**src/rtl/rle_compressor_pkg.sv**
```systemverilog
// Shared definitions for the run-length compressor/decompressor pair.
// Token width and state encoding live here so both ends agree on them.
package rle_compressor_pkg;

  // Default word width in bits.
  localparam int N_DEFAULT = 32;

  // Token value width: must hold the value N itself (runs are capped at N).
  localparam int CNT_W_DEFAULT = $clog2(N_DEFAULT) + 1;

  // Compressor FSM encoding.
  localparam logic [1:0] ST_IDLE  = 2'd0;
  localparam logic [1:0] ST_SCAN  = 2'd1;
  localparam logic [1:0] ST_FLUSH = 2'd2;

  // Token value width for an arbitrary word width.
  function automatic int cnt_width(input int n);
    return $clog2(n) + 1;
  endfunction

endpackage

```
**src/rtl/rle_run_finder.sv**
```systemverilog
// Combinational run finder: length of the run of bits equal to word[pos],
// starting at pos and bounded by the top of the word. Implemented as a
// masked priority encoder for the first differing bit at or above pos.
module rle_run_finder
  import rle_compressor_pkg::*;
#(
  parameter int N = N_DEFAULT,
  localparam int CNT_W = cnt_width(N)
) (
  input  logic [N-1:0] word,
  input  logic [CNT_W:0] pos,
  output logic [CNT_W:0] seg
);

  localparam int CW1 = CNT_W + 1;
  localparam int IW  = $clog2(N);

  logic           ref_bit;
  logic [CW1-1:0] first;

  // Lowest index >= pos whose bit differs from word[pos]; N if none.
  always_comb begin
    ref_bit = word[pos[IW-1:0]];
    first   = CW1'(N);
    for (int i = N - 1; i >= 0; i--) begin
      if ((CW1'(i) >= pos) && (word[i] != ref_bit)) begin
        first = CW1'(i);
      end
    end
    // pos == N gives first == N and therefore seg == 0.
    seg = first - pos;
  end

endmodule

```
**src/rtl/rle_compressor.sv**
```systemverilog
// Run-length compressor: scans N-bit words LSB first and emits
// (bit, length) tokens, merging runs across word boundaries and capping
// every token at N.
//
// Handshake: a transfer happens on a rising edge where valid and ready are
// both high. The token register holds its fields while out_valid is high
// and out_ready is low; in_ready depends only on the FSM state.
module rle_compressor
  import rle_compressor_pkg::*;
#(
  parameter int N = N_DEFAULT,
  localparam int CNT_W = cnt_width(N)
) (
  input  logic             clk,
  input  logic             reset,
  input  logic             in_valid,
  output logic             in_ready,
  input  logic [N-1:0]     in_data,
  input  logic             in_last,
  output logic             out_valid,
  input  logic             out_ready,
  output logic             out_bit,
  output logic [CNT_W-1:0] out_value,
  output logic             done
);

  localparam int CW1 = CNT_W + 1;
  localparam int IW  = $clog2(N);
  localparam logic [CW1-1:0] FULL = CW1'(N);

  logic [1:0]     state;
  logic [N-1:0]   word_r;
  logic [CW1-1:0] pos;
  logic           acc_bit;
  logic [CW1-1:0] acc_cnt;
  logic           last_r;

  logic [CW1-1:0] seg;
  logic [CW1-1:0] room;
  logic [CW1-1:0] take;
  logic           cur_bit;
  logic           load_ok;

  rle_run_finder #(.N(N)) u_run_finder (
    .word (word_r),
    .pos  (pos),
    .seg  (seg)
  );

  // Datapath helpers: current bit, room left in the accumulator, and how
  // much of the current segment fits without exceeding N.
  always_comb begin
    cur_bit  = word_r[pos[IW-1:0]];
    room     = FULL - acc_cnt;
    take     = (seg < room) ? seg : room;
    load_ok  = ~out_valid | out_ready;
    in_ready = (state == ST_IDLE);
  end

  // FSM, run accumulator and output token register.
  always_ff @(posedge clk or posedge reset) begin
    if (reset) begin
      state     <= ST_IDLE;
      word_r    <= '0;
      pos       <= '0;
      acc_bit   <= 1'b0;
      acc_cnt   <= '0;
      last_r    <= 1'b0;
      out_valid <= 1'b0;
      out_bit   <= 1'b0;
      out_value <= '0;
      done      <= 1'b0;
    end else begin
      done <= 1'b0;
      // A transferred token retires unless a new one loads below.
      if (out_valid && out_ready) begin
        out_valid <= 1'b0;
      end
      case (state)
        ST_IDLE: begin
          // acc_bit/acc_cnt are kept so a run continues into this word.
          if (in_valid) begin
            word_r <= in_data;
            last_r <= in_last;
            pos    <= '0;
            state  <= ST_SCAN;
          end
        end
        ST_SCAN: begin
          if (pos == FULL) begin
            // Word exhausted: wait for the next one or flush the stream.
            if (!last_r) begin
              state <= ST_IDLE;
            end else if (acc_cnt == '0) begin
              state <= ST_FLUSH;
            end else if (load_ok) begin
              out_valid <= 1'b1;
              out_bit   <= acc_bit;
              out_value <= acc_cnt[CNT_W-1:0];
              acc_cnt   <= '0;
              state     <= ST_FLUSH;
            end
          end else if ((acc_cnt == FULL) ||
                       ((acc_cnt != '0) && (cur_bit != acc_bit))) begin
            // Full accumulator or run broken: emit, pos stays put.
            if (load_ok) begin
              out_valid <= 1'b1;
              out_bit   <= acc_bit;
              out_value <= acc_cnt[CNT_W-1:0];
              acc_cnt   <= '0;
            end
          end else begin
            // Absorb as much of the current segment as fits.
            acc_bit <= cur_bit;
            acc_cnt <= acc_cnt + take;
            pos     <= pos + take;
          end
        end
        ST_FLUSH: begin
          // Wait for the final token to leave, then signal completion.
          if (load_ok) begin
            done    <= 1'b1;
            acc_cnt <= '0;
            acc_bit <= 1'b0;
            state   <= ST_IDLE;
          end
        end
        default: state <= ST_IDLE;
      endcase
    end
  end

endmodule
```
**config.mk**
```make
export PLATFORM = sky130hd
export DESIGN_NAME = rle_compressor
export DESIGN_NICKNAME = d
export VERILOG_FILES = /design/src/rtl/rle_compressor_pkg.sv /design/src/rtl/rle_run_finder.sv /design/src/rtl/rle_compressor.sv
export SDC_FILE = /design/constraint.sdc
export NUM_CORES = 1
export LEC_CHECK = 0
export CAP_MARGIN = 20
export CORE_UTILIZATION = 59
export CTS_CLUSTER_DIAMETER = 30
export DETAILED_ROUTE_END_ITERATION = 10
export PLACE_DENSITY = 0.81
export SYNTH_ARGS = -nofsm -noshare
export SYNTH_HDL_FRONTEND = slang
export SYNTH_SLANG_ARGS = --single-unit
```
**constraint.sdc**
```tcl
create_clock -name clk -period 9.5 [get_ports clk]
set_clock_uncertainty 0.15 [all_clocks]
set_input_delay 1.425 -clock clk [delete_from_list [all_inputs] [get_ports clk]]
set_output_delay 1.425 -clock clk [all_outputs]
set_load 0.01 [all_outputs]
```
Word-level counts from Yosys, hierarchy flattened
Index checks and enable logic that the tools add are counted.
{"block": "op_classes", "muxes": 75, "n_bitwise": 2, "eq_ne": 47, "n_addsub": 4, "order_cmp": 34, "n_reduce_logical": 47}
{"op": "6-bit 2-to-1 mux", "n": 37}
{"op": "5-bit by 7-bit greater-or-equal comparator with 1-bit output, first input constant", "n": 16}
{"op": "7-bit 2-to-1 mux", "n": 9}
{"op": "4-bit by 7-bit greater-or-equal comparator with 1-bit output, first input constant", "n": 8}
{"op": "1-bit logical AND", "n": 34}
{"op": "1-bit != test", "n": 33}
{"op": "3-bit by 7-bit greater-or-equal comparator with 1-bit output, first input constant", "n": 4}
{"op": "7-bit one-hot mux with 2 select lines", "n": 2}
{"op": "1-bit 2-to-1 mux", "n": 18}
{"op": "4-bit AND reduction", "n": 4}
{"op": "7-bit adder", "n": 2}
{"op": "7-bit by 6-bit equality test with 1-bit output, second input constant", "n": 2}
{"op": "1-bit by 7-bit greater-or-equal comparator with 1-bit output, first input constant", "n": 2}
{"op": "2-bit by 7-bit greater-or-equal comparator with 1-bit output, first input constant", "n": 2}
{"op": "2-bit != test, second input constant", "n": 7}
{"op": "2-bit 2-to-1 mux", "n": 6}
{"op": "7-bit zero test", "n": 1}
{"op": "7-bit less-than comparator", "n": 1}
{"op": "7-bit nonzero test", "n": 1}
{"op": "6-bit by 7-bit subtractor with 7-bit output", "n": 1}
{"op": "6-bit by 7-bit subtractor with 7-bit output, first input constant", "n": 1}
{"op": "5-bit by 6-bit less-than comparator with 1-bit output, second input constant", "n": 1}
{"op": "3-bit != test, second input constant", "n": 2}
{"op": "2-bit one-hot mux with 3 select lines", "n": 1}
{"op": "12 further kinds", "n": 14}
{"block": "totals", "output_inout_bits": 10, "ff_bits": 59}

Depth between registers and ports, before layout
{"block": "logic_depth", "depth_word": 43, "ltp_mapped": 39, "depth_no_buf": 34}

Modules after synthesis
From an unflattened synthesis, not the netlist that was laid out.
{"block": "unflattened", "hier_cells": 675, "hier_area_um2": 5846.9}
{"mod": "rle_compressor", "instances": 1, "area_per_inst_um2": 3639.7, "cells_each": 344}
{"mod": "rle_run_finder", "instances": 1, "area_per_inst_um2": 2207.1, "cells_each": 331}

Least setup slack after synthesis
OpenSTA, ideal clock, no wires.
{"block": "synth_timing", "kind": "reg2reg", "start": "register pos[1]", "end": "register acc_cnt[6]", "path_slack_ns": 2.220, "period_less_slack_ns": 7.280, "stages_incl_launch_ff": 34, "arrival_ns": 7.006, "cell_sequence": "dfrtp_1 buf_6 mux4_2 mux2_4 a221o_1 nand2_2 mux2_2 a21o_1 a221o_1 a221o_1 o2bb2ai_1 fa_1 a21o_1 a21oi_1 o21bai_1 a21oi_1 xor2_1 ha_1 a21o_1 nor2_1 clkbuf_1 nor2_1 a21oi_1 ha_1 inv_1 fa_1 inv_1 a21oi_1 o21ai_0 a21o_1 a21o_1 a21oi_1 o211a_1 a211o_1"}
{"block": "synth_between", "elab_chain_cells": 43}
{"item": "from (decl)", "line_no": "rle_compressor.sv:33", "text": "logic [CW1-1:0] pos;"}
{"item": "from (signal assigned)", "line_no": "rle_compressor.sv:116", "text": "pos <= pos + take;"}
{"item": "1-bit binary-select mux with 5-bit select", "line_no": "rle_run_finder.sv:23, rle_compressor.sv:53"}
{"item": "1-bit 2-to-1 mux (not written as such)", "line_no": "rle_run_finder.sv:23, rle_compressor.sv:53"}
{"item": "1-bit != test", "line_no": "rle_run_finder.sv:26", "text": "if ((CW1'(i) >= pos) && (word[i] != ref_bit)) begin"}
{"item": "1-bit logical AND", "line_no": "rle_run_finder.sv:26"}
{"item": "6-bit 2-to-1 mux (32 in a row)", "line_no": "rle_run_finder.sv:26"}
{"item": "6-bit by 7-bit subtractor with 7-bit output", "line_no": "rle_run_finder.sv:31", "text": "seg = first - pos;"}
{"item": "7-bit less-than comparator", "line_no": "rle_compressor.sv:55", "text": "take = (seg < room) ? seg : room;"}
{"item": "7-bit 2-to-1 mux", "line_no": "rle_compressor.sv:55"}
{"item": "7-bit adder", "line_no": "rle_compressor.sv:115", "text": "acc_cnt <= acc_cnt + take;"}
{"item": "7-bit 2-to-1 mux", "line_no": "rle_compressor.sv:103", "text": "end else if ((acc_cnt == FULL) ||"}
{"item": "7-bit 2-to-1 mux", "line_no": "rle_compressor.sv:90", "text": "if (pos == FULL) begin"}
{"item": "7-bit one-hot mux with 2 select lines", "line_no": "rle_compressor.sv:79", "text": "case (state)"}
{"item": "to (signal assigned)", "line_no": "rle_compressor.sv:115"}
{"item": "to (decl)", "line_no": "rle_compressor.sv:35", "text": "logic [CW1-1:0] acc_cnt;"}
Several ways; a longest one is shown, not always the timed one. The select of a mux whose other input is x is not followed.
A chain may end at the register's enable or synchronous reset.

Worst setup path in the final report
{"block": "layout_timing", "start": "register pos[1]", "end": "register pos[6]"}
{"block": "layout_between", "elab_chain_cells": 43}
{"item": "1-bit binary-select mux with 5-bit select", "line_no": "rle_run_finder.sv:23, rle_compressor.sv:53"}
{"item": "1-bit 2-to-1 mux (not written as such)", "line_no": "rle_run_finder.sv:23, rle_compressor.sv:53"}
{"item": "1-bit != test", "line_no": "rle_run_finder.sv:26"}
{"item": "1-bit logical AND", "line_no": "rle_run_finder.sv:26"}
{"item": "6-bit 2-to-1 mux (32 in a row)", "line_no": "rle_run_finder.sv:26"}
{"item": "6-bit by 7-bit subtractor with 7-bit output", "line_no": "rle_run_finder.sv:31"}
{"item": "7-bit less-than comparator", "line_no": "rle_compressor.sv:55"}
{"item": "7-bit 2-to-1 mux", "line_no": "rle_compressor.sv:55"}
{"item": "7-bit adder", "line_no": "rle_compressor.sv:116"}
{"item": "7-bit 2-to-1 mux", "line_no": "rle_compressor.sv:103"}
{"item": "7-bit 2-to-1 mux", "line_no": "rle_compressor.sv:90"}
{"item": "7-bit one-hot mux with 2 select lines", "line_no": "rle_compressor.sv:79"}
Several ways; a longest one is shown, not always the timed one. The select of a mux whose other input is x is not followed.

==> results_tabular.tex <==
\begin{tabular}{lr}
\hline
Metric & Value \\
\hline
\multicolumn{2}{l}{\textbf{Synthesis}} \\
Async set-or-reset flop fraction in the synthesized netlist & 100\% \\
Share of the yosys chip area belonging to registers & between 20 and 30\% \\
Dominant register cell in the synthesized netlist & dfrtp\_1 \\
Area fraction of the dominant cell type after synthesis & 28.2\% \\
Synth cell types & $\sim$70 \\
Number of enable flip-flop cells after synthesis & 0 \\
Most area-hungry cell type in the Yosys netlist & dfrtp\_1 \\
Synthesized netlist net count & 669 \\
Total standard cell area after synthesis & around 0.0052 mm² \\
Synthesized netlist cell count & 600 \\
Flops \& latches, synth & between 50 and 60 \\
Average cell area after synthesis & just under 9 µm² \\
Cells taking the most area after synthesis & dfrtp\_1, mux2\_2, ha\_1, o21ai\_0, a21oi\_1 \\
Synth warn & 0 \\
\multicolumn{2}{l}{\textbf{Detailed routing}} \\
Final ANT Viol Nets & 0 \\
DR iter-0 viols & approximately 410 \\
Remaining routing DRC violations & 0 \\
Via Count & about 5.0k \\
Routed wire per std cell & slightly below 20 µm \\
Total length of routed wires & approximately 14000 µm \\
Number of iterations in the first detailed-routing pass & 6 \\
Vias per Instance & about 6.7 \\
\multicolumn{2}{l}{\textbf{Job}} \\
Max Cap Violations & 0 \\
\multicolumn{2}{l}{\textbf{Global routing}} \\
Antenna violations before repair & 0 \\
Maximum number of pins on one net before global-route repair & 60 \\
Wire length of the first global-routing pass & 23700 µm \\
Vias in the first global route & approximately 4.7k \\
Sum of overflow across all layers after global routing & 0 \\
Combined global-route utilization of all metal layers & about a third \\
\multicolumn{2}{l}{\textbf{Die}} \\
Floorplan die width & $\sim$96 µm \\
Die boundary height & 96.2 µm \\
Core Rows & 33 \\
IO Count & between 40 and 50 \\
Floorplan die area & 0.00925 mm² \\
Initial cell density of the core & between 60\% and 70\% \\
Placeable core area & 0.00838 mm² \\
\multicolumn{2}{l}{\textbf{STA}} \\
Fin crit share & 92.8\% \\
Transition time at the pin with the least slew margin & approximately 970 ps \\
\# setup viols final & 0 \\
Max-slew headroom & a little over a third \\
Maximum frequency from static timing analysis & 113 MHz \\
Smallest setup slack after layout & between 600 and 700 ps \\
Final critical delay including setup and external delays & about 8800 ps \\
Unrepaired setup endpoints after global routing & false \\
Number of max-slew violations in the final report & 0 \\
Number of endpoints with negative hold slack in the final report & 0 \\
Setup Total Neg Slack & 0 ps \\
\multicolumn{2}{l}{\textbf{Clocking}} \\
Number of buffers on the longest clock path & 2 \\
Clock-pin slew on the worst setup and hold paths & roughly 70 ps \\
Source-to-sink clock delay at the later pin of the worst-skew pair & around 350 ps \\
Clock root buffer master & clkbuf\_8 \\
Total clock buffers created by CTS & 9 \\
Number of buffers added for setup after CTS & 0 \\
CTS H-tree lvls & 3 \\
Post-CTS resize count & 0 \\
Clock tree from TritonCTS & done \\
Cts-stage hold buffer count & 0 \\
Sink Count & slightly below 60 \\
\multicolumn{2}{l}{\textbf{Setup path}} \\
Most prevalent standard cell on the critical path & a21oi\_1 \\
Max stage delay on crit path & roughly 980 ps \\
Worst-path maximum fanout & 26 \\
Crit end category & register \\
Data required time at the worst endpoint & 9580 ps \\
Worst Path Arrival & approximately 9000 ps \\
Master of the slowest instance on the critical path & dfrtp\_1 \\
Setup Crit Path Kind & reg2reg \\
Worst Setup Start Kind & register \\
\multicolumn{2}{l}{\textbf{Placement}} \\
IO buf count & 46 \\
Detailed Place HPWL & 10400 µm \\
Weighted congestion at the end of routability-driven global placement & approximately 0.94 \\
Post-Place Setup Slack & 834 ps \\
\multicolumn{2}{l}{\textbf{Finish}} \\
Antenna fix cells & 0 \\
Signed area change from the synthesized netlist to the final layout & 14.6\% \\
Number of filler cells placed in the layout & 649 \\
Final-stage net count & 705 \\
FF/Latch Area & approximately 0.0015 mm² \\
Area of the multi-input gates & 0.00353 mm² \\
Layout cell share with drive strength beyond 1 & between 10\% and 20\% \\
\multicolumn{2}{l}{\textbf{Min path}} \\
Worst hold path type & reg2reg \\
\multicolumn{2}{l}{\textbf{Outcome}} \\
Result of the run & completed \\
\hline
\end{tabular}
layout make-up:
cell class | count | area share, %
clock buffer | 12 | 2.42
multi-input combinational | 484 | 58.8
inverter | 29 | 1.81
sequential | 59 | 24.6
tap | 105 | 2.19
clock inverter | 4 | 1.63
timing repair buffer | 53 | 8.55
logic make-up (layout without fill, tap and decap cells):
family / count (synthesis) / count (layout) / share of synthesized area, %
xor gates and xnor gates: 30 / 30 / 5.02
and+or+nand+nor: 167 / 167 / 15.5
adders and majority gates: 32 / 32 / 8.08
buffers and inverters: 57 / 98 / 4.42
muxes: 61 / 61 / 14.2
AOI/OAI and AO/OA: 194 / 194 / 24.6
DFF: 59 / 59 / 28.2
worst paths after layout:
path                         startpoint            to  slack, ps  depth (start not counted)
setup / recovery                 pos[1]        pos[6]        680                         29
max in group asynchronous         reset    word_r[20]       7220                          3
min in group asynchronous         reset      state[0]       1460                          3
hold reg to reg            out_value[2]  out_value[2]        360                          1
setup reg to reg                 pos[1]        pos[6]        680                         29
hold / removal             out_value[2]  out_value[2]        360                          1
Yosys cell counts (3+ instances only):
cell type / count
a211o_1: 3
a211oi_1: 7
a21o_1: 17
a21oi_1: 46
a221o_1: 4
a221oi_1: 5
a22oi_1: 5
a31oi_1: 7
and2_1: 5
and3_1: 5
buf_1: 6
clkbuf_1: 17
dfrtp_1: 59
fa_1: 3
ha_1: 29
inv_1: 29
mux2_2: 47
mux2i_1: 7
mux4_2: 5
nand2_1: 59
nand2b_1: 5
nand3_1: 15
nor2_1: 28
nor2b_1: 10
nor3_1: 15
nor4_1: 7
o211ai_1: 6
o21a_1: 4
o21ai_0: 48
o21bai_1: 6
o22ai_1: 7
o31ai_1: 4
or2_2: 5
or3_1: 6
xnor2_1: 17
xor2_1: 13
sequential cells by signal (all words and copies together) (netlist names):
signal,flops
acc_bit,1
out_value,6
pos,7
last_r,1
done,1
acc_cnt,7
word_r,32
out_bit,1
state,2
out_valid,1
layout by cell type (no fill, tap or decap), types with 10 or more instances in the layout:
cell / netlist / layout
nand2_1: 59 / 59
dfrtp_1: 59 / 59
o21ai_0: 48 / 48
mux2_2: 47 / 47
a21oi_1: 46 / 46
clkdlybuf4s50_1: 0 / 46
ha_1: 29 / 29
inv_1: 29 / 28
nor2_1: 28 / 28
a21o_1: 17 / 17
xnor2_1: 17 / 17
nor3_1: 15 / 15
nand3_1: 15 / 15
xor2_1: 13 / 13
nor2b_1: 10 / 10
clkbuf_8: 0 / 10
layer usage:
metal,routed length [µm],GRT usage (%),up-vias
met5,0,0,-
met4,372,13.8,0
met3,1260,5.92,43
met2,6560,52.5,299
met1,6210,46.3,2380
li1,-,-,2298
stage by stage:
| stage | util, % | cell area (µm²) | cells | hold WS [ps] |
|---|---|---|---|---|
| 2_1_floorplan | - | 5240 | 600 | 325 |
| 3_3_place_gp | 68.7 | 5760 | 730 | 339 |
| 3_5_place_dp | 68.7 | 5760 | 730 | 345 |
| 4_1_cts | 71.6 | 6000 | 746 | 361 |
| 5_1_grt | 71.6 | 6000 | 746 | 379 |
| 6_report | 71.6 | 6000 | 746 | 356 |
critical path, delay by kind of cell (launching register included):
family,cells,cell delay (ps)
and+or+nand+nor,2,970
DFF,1,980
AOI/OAI and AO/OA,18,3460
muxes,3,1280
adders and majority gates,4,1400
xor gates and xnor gates,2,410
Power is left out: the tool's default activity adds up to more than one toggle a clock period on the data nets, which glitch-free logic cannot reach.
